## src/rtl/core_mem_arb_pkg.sv

```systemverilog
// Shared constants, request-register layout and per-requester state for the core memory arbiter.
// Pure definitions; no timing or backpressure behaviour of its own.
package core_mem_arb_pkg;

  localparam logic SRC_I = 1'b0;
  localparam logic SRC_D = 1'b1;

  localparam int COP_WR = 0;
  localparam int COP_NC = 1;

  localparam logic [2:0] FETCH_COP  = 3'b000;
  localparam logic [2:0] FETCH_SIZE = 3'b100;

  typedef enum logic [1:0] {
    RQ_IDLE     = 2'd0,
    RQ_QUEUED   = 2'd1,
    RQ_WAIT_RSP = 2'd2
  } rq_state_e;

  typedef struct packed {
    logic [31:0] addr;
    logic [2:0]  cop;
    logic [31:0] wdata;
    logic [2:0]  size;
    logic        src;
  } mreq_t;

  function automatic rq_state_e rq_next(input rq_state_e st, input logic grant,
                                        input logic acc, input logic ack);
    rq_state_e nxt;
    nxt = st;
    case (st)
      RQ_IDLE:     if (grant) nxt = RQ_QUEUED;
      RQ_QUEUED:   if (acc)   nxt = RQ_WAIT_RSP;
      RQ_WAIT_RSP: if (ack)   nxt = RQ_IDLE;
      default:     nxt = RQ_IDLE;
    endcase
    return nxt;
  endfunction

endpackage

```

## src/rtl/core_arb_tag_fifo.sv

```systemverilog
// In-order 1-bit source-tag FIFO; pop data is combinational from the head, push/pop take effect at the clock.
// No backpressure: pushes while full are dropped unless a pop frees the slot in the same cycle.
module core_arb_tag_fifo #(
  parameter  int DEPTH = 2,
  localparam int CW    = $clog2(DEPTH + 1)
) (
  input  logic          clk,
  input  logic          rst_n,
  input  logic          push,
  input  logic          push_dat,
  input  logic          pop,
  output logic          pop_dat,
  output logic          full,
  output logic          empty,
  output logic [CW-1:0] count
);

  localparam int PW = (DEPTH > 1) ? $clog2(DEPTH) : 1;

  logic [DEPTH-1:0] mem;
  logic [PW-1:0]    wr_ptr;
  logic [PW-1:0]    rd_ptr;
  logic             do_push;
  logic             do_pop;

  function automatic logic [PW-1:0] ptr_inc(input logic [PW-1:0] p);
    return (p == PW'(DEPTH - 1)) ? '0 : p + 1'b1;
  endfunction

  assign empty   = (count == '0);
  assign full    = (count == CW'(DEPTH));
  assign do_pop  = pop & ~empty;
  assign do_push = push & (~full | do_pop);
  assign pop_dat = mem[rd_ptr];

  always_ff @(posedge clk or negedge rst_n) begin
    if (!rst_n) begin
      mem    <= '0;
      wr_ptr <= '0;
      rd_ptr <= '0;
      count  <= '0;
    end else begin
      if (do_push) begin
        mem[wr_ptr] <= push_dat;
        wr_ptr      <= ptr_inc(wr_ptr);
      end
      if (do_pop) rd_ptr <= ptr_inc(rd_ptr);
      case ({do_push, do_pop})
        2'b10:   count <= count + 1'b1;
        2'b01:   count <= count - 1'b1;
        default: ;
      endcase
    end
  end

endmodule

```

## src/rtl/core_mem_arb.sv

```systemverilog
// Round-robin/fixed-priority arbiter of core fetch and load/store onto one registered memory port.
// Grant in N -> m_req_val in N+1; output register holds while ~m_req_rdy; responses routed combinationally.
module core_mem_arb
  import core_mem_arb_pkg::*;
#(
  parameter int MAX_OUTSTANDING = 2,
  parameter bit RR_EN           = 1'b1
) (
  input  logic        clk,
  input  logic        rst_n,
  input  logic        i_req_val,
  input  logic [31:0] i_req_addr,
  output logic        i_req_ack,
  output logic [31:0] i_ack_rdata,
  input  logic        d_req_val,
  input  logic [31:0] d_req_addr,
  input  logic [2:0]  d_req_cop,
  input  logic [31:0] d_req_wdata,
  input  logic [2:0]  d_req_size,
  output logic        d_req_ack,
  output logic [31:0] d_ack_rdata,
  output logic        m_req_val,
  input  logic        m_req_rdy,
  output logic [31:0] m_req_addr,
  output logic [2:0]  m_req_cop,
  output logic [31:0] m_req_wdata,
  output logic [2:0]  m_req_size,
  input  logic        m_rsp_val,
  input  logic [31:0] m_rsp_rdata,
  output logic        arb_err
);

  localparam int CW  = $clog2(MAX_OUTSTANDING + 1);
  localparam int CCW = CW + 1;

  rq_state_e      i_st, i_st_nxt;
  rq_state_e      d_st, d_st_nxt;
  mreq_t          out_q;
  logic           last_d;
  logic           accept, out_free, credit_ok;
  logic           i_elig, d_elig, grant_i, grant_d;
  logic [CW-1:0]  tag_cnt;
  logic [CCW-1:0] credit_cnt;
  logic           tag_full, tag_empty, tag_head, tag_push, tag_pop;

  assign accept   = m_req_val & m_req_rdy;
  assign out_free = ~m_req_val | m_req_rdy;

  // A register being accepted this cycle still holds a credit: it lands in the tag FIFO next cycle.
  assign credit_cnt = {1'b0, tag_cnt} + CCW'(m_req_val);
  assign credit_ok  = credit_cnt < CCW'(MAX_OUTSTANDING);

  assign i_elig  = i_req_val & (i_st == RQ_IDLE) & credit_ok & out_free;
  assign d_elig  = d_req_val & (d_st == RQ_IDLE) & credit_ok & out_free;
  assign grant_d = d_elig & (~i_elig | ~RR_EN | ~last_d);
  assign grant_i = i_elig & ~grant_d;

  always_ff @(posedge clk or negedge rst_n) begin
    if (!rst_n) begin
      m_req_val <= 1'b0;
      out_q     <= '0;
      last_d    <= 1'b0;
      arb_err   <= 1'b0;
    end else begin
      if (grant_d) begin
        m_req_val <= 1'b1;
        out_q     <= '{addr: d_req_addr, cop: d_req_cop, wdata: d_req_wdata,
                       size: d_req_size, src: SRC_D};
        last_d    <= 1'b1;
      end else if (grant_i) begin
        m_req_val <= 1'b1;
        out_q     <= '{addr: i_req_addr, cop: FETCH_COP, wdata: 32'h0,
                       size: FETCH_SIZE, src: SRC_I};
        last_d    <= 1'b0;
      end else if (accept) begin
        m_req_val <= 1'b0;
      end
      if (m_rsp_val && tag_empty) arb_err <= 1'b1;
    end
  end

  assign m_req_addr  = out_q.addr;
  assign m_req_cop   = out_q.cop;
  assign m_req_wdata = out_q.wdata;
  assign m_req_size  = out_q.size;

  assign tag_push = accept & ~tag_full;
  assign tag_pop  = m_rsp_val & ~tag_empty;

  core_arb_tag_fifo #(.DEPTH(MAX_OUTSTANDING)) u_tag_fifo (
    .clk      (clk),
    .rst_n    (rst_n),
    .push     (tag_push),
    .push_dat (out_q.src),
    .pop      (tag_pop),
    .pop_dat  (tag_head),
    .full     (tag_full),
    .empty    (tag_empty),
    .count    (tag_cnt)
  );

  assign i_req_ack   = tag_pop & (tag_head == SRC_I);
  assign d_req_ack   = tag_pop & (tag_head == SRC_D);
  assign i_ack_rdata = i_req_ack ? m_rsp_rdata : 32'h0;
  assign d_ack_rdata = d_req_ack ? m_rsp_rdata : 32'h0;

  always_ff @(posedge clk or negedge rst_n) begin
    if (!rst_n) begin
      i_st <= RQ_IDLE;
      d_st <= RQ_IDLE;
    end else begin
      i_st <= i_st_nxt;
      d_st <= d_st_nxt;
    end
  end

  always_comb begin
    i_st_nxt = i_st;
    d_st_nxt = d_st;
    i_st_nxt = rq_next(i_st, grant_i, accept && (out_q.src == SRC_I), i_req_ack);
    d_st_nxt = rq_next(d_st, grant_d, accept && (out_q.src == SRC_D), d_req_ack);
  end

endmodule

```

## config.mk

```make
export PLATFORM = sky130hd
export DESIGN_NAME = core_mem_arb
export DESIGN_NICKNAME = d
export VERILOG_FILES = /design/src/rtl/core_mem_arb_pkg.sv /design/src/rtl/core_arb_tag_fifo.sv /design/src/rtl/core_mem_arb.sv
export SDC_FILE = /design/constraint.sdc
export NUM_CORES = 1
export LEC_CHECK = 0
export ABC_AREA = 1
export CAP_MARGIN = 30
export CORE_MARGIN = 3
export CORE_UTILIZATION = 38
export CTS_BUF_LIST = sky130_fd_sc_hd__clkbuf_2 sky130_fd_sc_hd__clkbuf_4 sky130_fd_sc_hd__clkbuf_8
export DETAILED_ROUTE_END_ITERATION = 16
export PLACE_DENSITY = 0.86
export SLEW_MARGIN = 30
export SYNTH_ARGS = -nofsm -noshare
export SYNTH_HDL_FRONTEND = slang
export SYNTH_SLANG_ARGS = --single-unit
```

## constraint.sdc

```tcl
create_clock -name clk -period 2 [get_ports clk]
set_input_delay 0.2 -clock clk [delete_from_list [all_inputs] [get_ports clk]]
set_output_delay 0.2 -clock clk [all_outputs]
set_load 0.01 [all_outputs]
```

==> flow_summary.json, run 1 <==
{
  "status": "finished clean",
  "synth_area_leaders": "dfrtp_1 48%, nand2_1 14%, nand3_1 12%",
  "worst-path-buf-inv": 3,
  "clock_path_buffers": 2,
  "vias": 4818,
  "post-route-period-util_pct": 93.9,
  "drtPass1Iterations": 4,
  "die_w_um": 113,
  "cp-endpoint": "d_ack_rdata[25]",
  "max_freq_mhz": 533,
  "slowest_delay_ns": 0.42,
  "ir_drop_uv": 622,
  "combPwrFrac_pct": 56.7,
  "wl_per_cell_um": 15.0,
  "syn_to_final_growth_pct": 69.9,
  "cap_violations": 0,
  "tightest_slew_ns": 0.530,
  "cp_max_fo": 34,
  "yosysWarnings": 0,
  "finalCriticalPeriod_ns": 1.88,
  "die_area_sq_um": 12800,
  "power_leakage_uw": 0.00388,
  "critPathTopFamily": "buffers and inverters",
  "seqPwrFrac_pct": 31.2,
  "grt_max_degree": 71,
  "final_nets": 1003,
  "path_class": "flip-flop to primary output",
  "path_cells": "inv_1 > nand2_1 > nand2_1 > nand2_1 > buf_12 > nor2_1 > dlygate4sd2_1",
  "finalHoldViolCount": 0,
  "fin_skew_ns": 0.0137,
  "stdcell_area_sq_um": 7410,
  "cts_sinks": 83,
  "first_iter_violations": 395,
  "crit_start": "u_tag_fifo.rd_ptr$_DFFE_PN0P_",
  "endpoint_kind": "primary output",
  "grt_pass1_wl_um": 23600,
  "async_reset_ff_share_pct": 100,
  "p_per_area_nw_per_um2": 1260,
  "num_rows": 38,
  "yosysTopAreaCell": "dfrtp_1",
  "finalSetupViolations": 0,
  "power.share.clock_pct": 12.0,
  "drc": 0,
  "rsz0062_at_grt": "no",
  "boundaryPins": 278,
  "synth_flop_cell": "dfrtp_1",
  "grt_util_all_layers_pct": 23.0,
  "worst-r2r-cell-count": 7,
  "drv_slew": 0,
  "cts_htree_levels": 3,
  "whs_ns": 0.361,
  "syn_area_sq_um": 4360,
  "cts_buffers": 9,
  "r2r_setup_slack_ns": 0.30,
  "die_h_um": 113,
  "fp.coreArea_sq_um": 11000,
  "grt.met2_usage_pct": 41.8,
  "n_antenna_cell": 0,
  "maxSlewHeadroom_pct": 64.7,
  "min_path_type": "input pin to asynchronous set/reset pin",
  "arrival_ns": 1.68,
  "ant_nets": 0,
  "use_met1_pct": 25.9,
  "clock_latency_ns": 0.35,
  "grt_pass1_vias": 4666,
  "cpMostUsedCell": "nand2_1",
  "r2r_start": "m_req_val$_DFFE_PN0P_",
  "viasPerCell": 4.78,
  "ys_ff_latch": 83,
  "post-route-util_pct": 67.2,
  "path_depth": 7,
  "ys_seq_area_share_pct": 47.6,
  "grt_use_met3_pct": 5.67,
  "cp_slowest_cell": "dfrtp_1",
  "netlist_instances": 593,
  "gp_congestion": 0.935,
  "post_dp_cell_area_sq_um": 7270,
  "setup-tns-final_ns": 0,
  "busiest_layer": "met2",
  "cts_tree": "yes",
  "worstPathRequired_ns": 1.80,
  "drive_gt1_share_pct": 5.65,
  "intPower_uw": 5480,
  "yosysMostFrequentCell": "nand2_1",
  "yosysTopAreaCellShare_pct": 47.6,
  "hpwl_um": 11200,
  "synth_fp_nets": 734,
  "cts-root-buf": "clkbuf_8",
  "start_kind": "flip-flop",
  "io_buffers": 277,
  "cts.clk_slew.worst_paths_ns": 0.09,
  "switching_share_pct": 41.1,
  "antenna_found_initial": 0,
  "start_util_pct": 39.6,
  "power.switching_uw": 3830,
  "routed_wl_um": 15100,
  "yosys-top-cells-count": "161 x nand2_1, 106 x nand3_1, 83 x dfrtp_1, 76 x inv_1, 69 x nor2_1",
  "synth_edf_count": 0,
  "avgSynthCellArea_sq_um": 7.36,
  "gr-total-overflow": 0,
  "r2r_end": "u_tag_fifo.count[1]$_DFFE_PN0P_",
  "ys_types": 28
}
per-stage QoR:
stage / std cells / total power (uW) / setup WS, ns
detailed placement: 987 / 8400 / -0.0605
global route: 1007 / 10000 / 0.0409
global placement: 987 / 8270 / -0.0830
CTS: 1007 / 9390 / 0.142
finish: 1007 / 9310 / 0.123
floorplan: 593 / 5540 / 0.488
power groups by stage:
stage | Clock [uW] | Sequential [uW] | Combinational [uW]
floorplan | 0 | 3210 | 2330
global placement | 0 | 2910 | 5360
detailed placement | 0 | 2930 | 5470
CTS | 1150 | 2900 | 5340
global route | 1220 | 3010 | 5780
finish | 1120 | 2910 | 5280
repair_timing:
| item | CTS | global route |
|---|---|---|
| hold buffers | 1 | 0 |
| hold endpoints to repair | 36 | 0 |
| endpoints found under the setup margin | 66 | 0 |
| resized for setup | 68 | 0 |
| buffers inserted | 3 | 0 |
logic make-up (layout without fill, tap and decap cells):
group	Yosys count	in the layout	synth area share [%]
compound gates	12	12	1.92
flops	83	83	47.6
buf+inv	115	389	11.9
xor+xnor	3	3	0.602
simple gates	379	379	37.7
fa+ha+maj	1	1	0.287
worst reg2reg max path: cells and delay by family, from the launching register on:
| family | cells | cell delay (ns) |
|---|---|---|
| AO/OA/AOI/OAI | 3 | 0.41 |
| flip-flops | 1 | 0.49 |
| AND/OR/NAND/NOR | 1 | 0.13 |
| adder cells (fa/ha/maj) | 1 | 0.30 |
| XOR/XNOR | 1 | 0.17 |
| buffers and inverters | 1 | 0.08 |
registers in the layout (all words and copies together), names as in the netlist:
register,cells
arb_err,1
d_st,2
i_st,2
m_req_addr,32
m_req_cop,3
m_req_size,3
m_req_val,1
m_req_wdata,32
out_q,1
u_tag_fifo.count,2
u_tag_fifo.mem,2
u_tag_fifo.rd_ptr,1
u_tag_fifo.wr_ptr,1
area by class of cell:
cell class                 instances  area [sq um]
timing repair buffer             294          2910
tap                              140           175
clock inverter                     5          38.8
multi-input combinational        395          1770
inverter                          79           297
clock buffer                      11           145
sequential                        83          2080
fill                             957          3620
cell usage in the layout, fill, tap and decap left out, drive strengths merged, types with 4 or more instances in the layout:
| cell | instances |
|---|---|
| dfrtp | 83 |
| nand2 | 165 |
| a21oi | 4 |
| dlygate4sd2 | 66 |
| clkinv | 4 |
| clkdlybuf4s50 | 210 |
| nor3 | 32 |
| clkbuf | 11 |
| o21ai | 6 |
| buf | 17 |
| inv | 79 |
| nand3 | 107 |
| nor2 | 72 |
worst min path at each step:
stage / slack (ns) / end
3_3_place_gp: 0.21 / m_req_addr[15]$_DFFE_PN0P_
2_1_floorplan: -0.1 / arb_err$_DFFE_PN0P_
3_5_place_dp: 0.21 / m_req_addr[15]$_DFFE_PN0P_
4_1_cts: 0.36 / m_req_addr[15]$_DFFE_PN0P_
6_report: 0.36 / m_req_addr[15]$_DFFE_PN0P_
5_1_grt: 0.40 / m_req_addr[20]$_DFFE_PN0P_
routing by layer:
metal | share of wire, % | up-vias
met4 | 3.1 | 0
met3 | 8.0 | 33
met5 | 0 | -
met1 | 39 | 2200
li1 | - | 2380
met2 | 50 | 205
No activity file was read; power rests on OpenSTA's default activity.
==> run 2, diff against run 1 <==
- CAP_MARGIN: 30 -> 0
==> results of run 2 <==
Same layout as run 1: the final DEF is identical, and so are final timing and power.
